==> config.mk <==
export PLATFORM = sky130hd
export DESIGN_NAME = track_renderer
export DESIGN_NICKNAME = d
export VERILOG_FILES = /design/src/rtl/track_renderer.sv
export SDC_FILE = /design/constraint.sdc
export NUM_CORES = 2
export LEC_CHECK = 0
export ABC_CLOCK_PERIOD_IN_PS = 8600
export CORE_AREA = 2 2 747 749
export CTS_BUF_LIST = sky130_fd_sc_hd__clkbuf_16
export CTS_CLUSTER_DIAMETER = 150
export DETAILED_ROUTE_END_ITERATION = 8
export DIE_AREA = 0 0 749 751
export GPL_ROUTABILITY_DRIVEN = 0
export PLACE_DENSITY_LB_ADDON = 0.1
export SLEW_MARGIN = 20
export SYNTH_ARGS = -nofsm -noshare
export SYNTH_HDL_FRONTEND = slang
export SYNTH_SLANG_ARGS = --single-unit
export TNS_END_PERCENT = 1
==> constraint.sdc <==
create_clock -name clk -period 8.6 [get_ports clk]
set_input_delay 2.58 -clock clk [delete_from_list [all_inputs] [get_ports clk]]
set_output_delay 2.58 -clock clk [all_outputs]
set_load 0.05 [all_outputs]
==> src/rtl/track_renderer.sv <==
// 4K playfield VGA renderer: free-running 640x480@60 timing, per-frame lane snapshot,
// and a priority colour mux registered on the pixel enable.
module track_renderer #(
   parameter int CLK_DIV    = 4,
   parameter int LANE_X0    = 160,
   parameter int LANE_W     = 80,
   parameter int JUDGE_ROW  = 445,
   parameter int H_VIS      = 640,
   parameter int H_SYNC_BEG = 656,
   parameter int H_SYNC_END = 752,
   parameter int H_TOTAL    = 800,
   parameter int V_VIS      = 480,
   parameter int V_SYNC_BEG = 490,
   parameter int V_SYNC_END = 492,
   parameter int V_TOTAL    = 525
) (
   input  logic         clk,
   input  logic         rst,
   input  logic [479:0] track0,
   input  logic [479:0] track1,
   input  logic [479:0] track2,
   input  logic [479:0] track3,
   input  logic         key0,
   input  logic         key1,
   input  logic         key2,
   input  logic         key3,
   output logic [3:0]   vga_r,
   output logic [3:0]   vga_g,
   output logic [3:0]   vga_b,
   output logic         hsync,
   output logic         vsync,
   output logic         frame_start
);

   localparam logic [47:0] NOTE_COLS = {12'hFF0, 12'h00F, 12'h0F0, 12'hF00};
   localparam logic [47:0] DIM_COLS  = {12'h440, 12'h004, 12'h040, 12'h400};

   logic [3:0]        div_reg;
   logic              pix_en;
   logic [9:0]        h_cnt_reg;
   logic [9:0]        v_cnt_reg;
   logic              h_last;
   logic              v_last;
   logic              snap_take;
   logic [3:0][479:0] snap_reg;
   logic [3:0]        key_vec;
   logic [3:0]        in_lane;
   logic [3:0]        edge_col;
   logic [3:0]        note_hit;
   logic [3:0][11:0]  lane_rgb;
   logic [8:0]        row_idx;
   logic              visible;
   logic              judge_row;
   logic [11:0]       rgb_next;
   logic [11:0]       rgb_reg;
   logic              hsync_next;
   logic              vsync_next;
   logic              hsync_reg;
   logic              vsync_reg;
   logic              frame_start_reg;

   assign pix_en    = (div_reg == 4'(CLK_DIV - 1));
   assign h_last    = (h_cnt_reg == 10'(H_TOTAL - 1));
   assign v_last    = (v_cnt_reg == 10'(V_TOTAL - 1));
   // Last pixel before vertical blanking: the whole next frame sees one consistent snapshot.
   assign snap_take = pix_en && h_last && (v_cnt_reg == 10'(V_VIS - 1));

   always_ff @(posedge clk or negedge rst) begin
      if (!rst) begin
         div_reg   <= '0;
         h_cnt_reg <= '0;
         v_cnt_reg <= '0;
      end else begin
         div_reg <= pix_en ? 4'd0 : div_reg + 4'd1;
         if (pix_en) begin
            h_cnt_reg <= h_last ? 10'd0 : h_cnt_reg + 10'd1;
            if (h_last) begin
               v_cnt_reg <= v_last ? 10'd0 : v_cnt_reg + 10'd1;
            end
         end
      end
   end

   always_ff @(posedge clk or negedge rst) begin
      if (!rst) begin
         snap_reg        <= '0;
         frame_start_reg <= 1'b0;
      end else begin
         frame_start_reg <= snap_take;
         if (snap_take) begin
            snap_reg <= {track3, track2, track1, track0};
         end
      end
   end

   assign key_vec   = {key3, key2, key1, key0};
   assign row_idx   = v_cnt_reg[8:0];
   assign visible   = (h_cnt_reg < 10'(H_VIS)) && (v_cnt_reg < 10'(V_VIS));
   assign judge_row = (v_cnt_reg == 10'(JUDGE_ROW));

   // Lane boundaries are elaboration-time constants, so lane decode is a set of compares.
   for (genvar gi = 0; gi < 4; gi++) begin : g_lane
      localparam int LO = LANE_X0 + gi * LANE_W;
      localparam int HI = LO + LANE_W - 1;
      assign in_lane[gi]  = (h_cnt_reg >= 10'(LO)) && (h_cnt_reg <= 10'(HI));
      assign edge_col[gi] = (h_cnt_reg == 10'(LO)) || (h_cnt_reg == 10'(HI));
      assign note_hit[gi] = snap_reg[gi][row_idx];
      assign lane_rgb[gi] = note_hit[gi] ? NOTE_COLS[gi*12 +: 12] :
                            key_vec[gi]  ? DIM_COLS[gi*12 +: 12]  :
                            edge_col[gi] ? 12'h444 : 12'h000;
   end

   always_comb begin
      rgb_next = 12'h000;
      if (visible) begin
         for (int i = 0; i < 4; i++) begin
            if (in_lane[i]) begin
               rgb_next = judge_row ? 12'hFFF : lane_rgb[i];
            end
         end
      end
   end

   assign hsync_next = !((h_cnt_reg >= 10'(H_SYNC_BEG)) && (h_cnt_reg < 10'(H_SYNC_END)));
   assign vsync_next = !((v_cnt_reg >= 10'(V_SYNC_BEG)) && (v_cnt_reg < 10'(V_SYNC_END)));

   always_ff @(posedge clk or negedge rst) begin
      if (!rst) begin
         rgb_reg   <= 12'h000;
         hsync_reg <= 1'b1;
         vsync_reg <= 1'b1;
      end else if (pix_en) begin
         rgb_reg   <= rgb_next;
         hsync_reg <= hsync_next;
         vsync_reg <= vsync_next;
      end
   end

   assign vga_r       = rgb_reg[11:8];
   assign vga_g       = rgb_reg[7:4];
   assign vga_b       = rgb_reg[3:0];
   assign hsync       = hsync_reg;
   assign vsync       = vsync_reg;
   assign frame_start = frame_start_reg;

endmodule

==> flow_summary_export.csv <==
group,metric,value,unit
run_status,outcome,"completed",
sta,final.min_clock_period,5850,ps
worst_setup_path,critical_path.startpoint_type,"flop",
sta,timing.final.crit_share,0.680,
layout,syn_to_final_growth,40.3,%
grt,global_route.overflow_total,0,
synthesis,ys.flop_type,"dfrtp_1",
clocking,clock_sink_count,1953,
clocking,insertion_delay,920,ps
clocking,tritoncts,"yes",
synthesis,synth_warnings,0,
sta,timing_max_transition_violations_final,0,
floorplanning,die_width,749,um
worst_setup_path,path_max_fanout,59,
worst_setup_path,reg2reg_depth,10,
worst_setup_path,worstSetupPathType,"flop to flop",
route,drt_pre_antenna_iters,5,
worst_setup_path,worstReg2RegEnd,"rgb_reg[10]",
route,drt-vias-per-instance,4.10,
power_and_ir_drop,irDropWorstVdd,128,uV
route,drc_violations,0,
clocking,cts_htree_levels,5,
sta,final_hold_violations,0,
synthesis,synthesis.nets,11597,
placement,buffer_ports.inserted,1940,
layout,number_of_flip_flops_under_the_largest_register_name,1920,
sta,setup_viol_count_final,0,
clocking,cts_hold_repair.buffers,0,
power_and_ir_drop,cellPowerDensity,171,nW/um^2
worst_setup_path,worst-endpoint-required,9370,ps
synthesis,ys_ff_latch,1953,
clocking,cts-buffers-inserted,274,
sta,fmax,0.171,GHz
grt,number_of_antenna_violations_at_the_first_check_in_global_routing,189,
synthesis,synth_edf_count,0,
sta,tns,0,ps
synthesis,synth_top_area_cell,"dfrtp_1",
clocking,cts_root_buffer,"clkbuf_16",
min_path,min_path_type,"flop to flop",
floorplanning,die_h,751,um
synthesis,postSynth.asyncResetShare,1.00,
clocking,cts_resized,0,
floorplanning,die_area,562000,um^2
power_and_ir_drop,report.power.total,21.5,mW
layout,mostFrequentLayoutCells,"nand2_1, dfrtp_1, clkdlybuf4s50_1, mux4_2, clkbuf_16",
flow_run,cap_viol_max_count,0,
placement,post-dp-hpwl,446,mm
layout,final_common_cell,"nand2_1",
synthesis,synth_area_per_cell,9.27,um^2
min_path,hold-path-endpoint,"snap_reg[1477]",
grt,grt_first_pass_wirelength,756,mm
layout,final_nets,13370,
grt,grt_start_max_net_pins,214,
worst_setup_path,rr_startpoint,"v_cnt_reg[0]",
power_and_ir_drop,p_leak,49.6,nW
clocking,clock_tree.buffer_depth,4,
sta,worst-slew-pin-transition,1170,ps
worst_setup_path,endpoint_kind,"flop",
synthesis,ys_top_cells_by_area,"dfrtp_1, nand2_1, mux4_2",
grt,grt_usage,0.197,
floorplanning,core-area,555000,um^2
grt,first_global_vias,83057,
route,wl_per_cell,30.1,um
sta,hold_slack,456,ps
worst_setup_path,worst_ep_arrival_time,6620,ps
sta,slew-limit-headroom,0.217,
synthesis,synth_seq_area_share,0.545,
floorplanning,floorplan.io_pins,1941,
floorplanning,placement_rows,274,
layout,fillCellCount,60669,
synthesis,synth_top_area_share,0.545,
layout,final_layout_size_suffix_gt1_frac,0.0897,
sta,finalClockSkew,49.7,ps
sta,rsz_0062_raised_after_global_routing,"no",
clocking,post-cts-setup-buffers,0,
route,drt-initial-drc-count,4921,
route,wirelength,573,mm
route,routed-via-count,77890,
synthesis,synth.lib_cells_used.distinct,95,
floorplanning,initial_core_utilization,0.162,
synthesis,syn_std_cell_area,89600,um^2
synthesis,postSynthCellCount,9665,
min_path,whs_path_depth,2,
worst_setup_path,r2r_setup_slack,2750,ps
min_path,holdCritStartpoint,"snap_reg[1477]",
route,ant_nets,0,
clocking,clkTransAtPathRegs,60,ps
==> synth_stat cells, drive strengths merged, types with 4 or more instances <==
cell / instances
clkbuf: 312
mux2i: 165
buf: 307
inv: 12
o221ai: 23
nand4: 9
nand2: 5853
nand3b: 9
mux4: 418
nor3b: 4
nor2b: 19
a22o: 24
a21oi: 38
o211ai: 8
and2: 10
dfrtp: 1951
a2111oi: 10
and3: 13
a221oi: 34
nand3: 32
xnor2: 7
o22ai: 32
o311ai: 4
a221o: 4
mux2: 38
a22oi: 55
a31oi: 15
o31ai: 7
nor2: 70
a211oi: 25
ha: 6
nor3: 22
o21ai: 46
a311oi: 4
nand2b: 8
a211o: 5
==> per-layer routing <==
| metal | routed length (um) | global-route usage | vias to the layer above | share of wire |
|---|---|---|---|---|
| met1 | 242000 | 0.248 | 39613 | 0.42 |
| met3 | 32100 | 0.0409 | 737 | 0.056 |
| met4 | 17900 | 0.0562 | 146 | 0.031 |
| met5 | 933 | 0 | - | 0.0016 |
| met2 | 280000 | 0.341 | 2560 | 0.49 |
| li1 | - | - | 34834 | - |
==> worst max-delay path, stage by stage (launching register included) <==
cell,delay [ps]
dfrtp_4,940
buf_12,530
mux4_2,580
mux2_2,340
a21oi_1,440
o221ai_1,440
o211ai_1,850
a32oi_2,420
o21ai_0,550
o21ai_0,150
a31o_1,220
==> stage by stage <==
step	instance area (um^2)	cells	worst slack (ps)	utilization
floorplan	89600	9665	4820	-
global placement	117000	18471	2070	0.211
detailed placement	117000	18476	2610	0.212
CTS	126000	18949	2560	0.227
global route	126000	18965	2600	0.227
finish	126000	19005	2750	0.227
==> area by class of cell <==
class	count	area, um^2	area share
Tap cell	7314	9150	0.0728
Inverter	14	67.6	0.000537
Antenna cell	56	140	0.00111
Clock inverter	194	1340	0.0106
Multi-Input combinational cell	7079	37900	0.302
Timing Repair Buffer	2116	21300	0.169
Sequential cell	1953	48900	0.389
Clock buffer	279	6980	0.0555
==> how the worst max path moves through the flow <==
stage | cells past startpoint | start | slack, ps | end
finish | 10 | v_cnt_reg[0] | 2750 | rgb_reg[10]
global route | 10 | v_cnt_reg[0] | 2600 | rgb_reg[10]
CTS | 10 | v_cnt_reg[0] | 2560 | rgb_reg[10]
detailed placement | 10 | v_cnt_reg[0] | 2610 | rgb_reg[10]
global placement | 11 | v_cnt_reg[0] | 2070 | rgb_reg[6]
floorplan | 5 | key1 | 4820 | rgb_reg[10]
==> power by group <==
group	internal (mW)	total [mW]	switching, mW
Clock	6.18	10.9	4.73
Combinational	0.794	1.42	0.622
Sequential	9.19	9.20	0
Total	16.2	21.5	5.35
==> cell families after synthesis <==
kind of cell | count (synthesis) | share of synthesized area
muxes | 621 | 0.129
xor gates and xnor gates | 9 | 0.000879
and+or+nand+nor | 6069 | 0.258
DFF | 1953 | 0.545
AOI/OAI and AO/OA | 374 | 0.0311
adders and majority gates | 6 | 0.000837
buffers and inverters | 633 | 0.0345
Note: power is estimated with default switching activity, not from simulation.
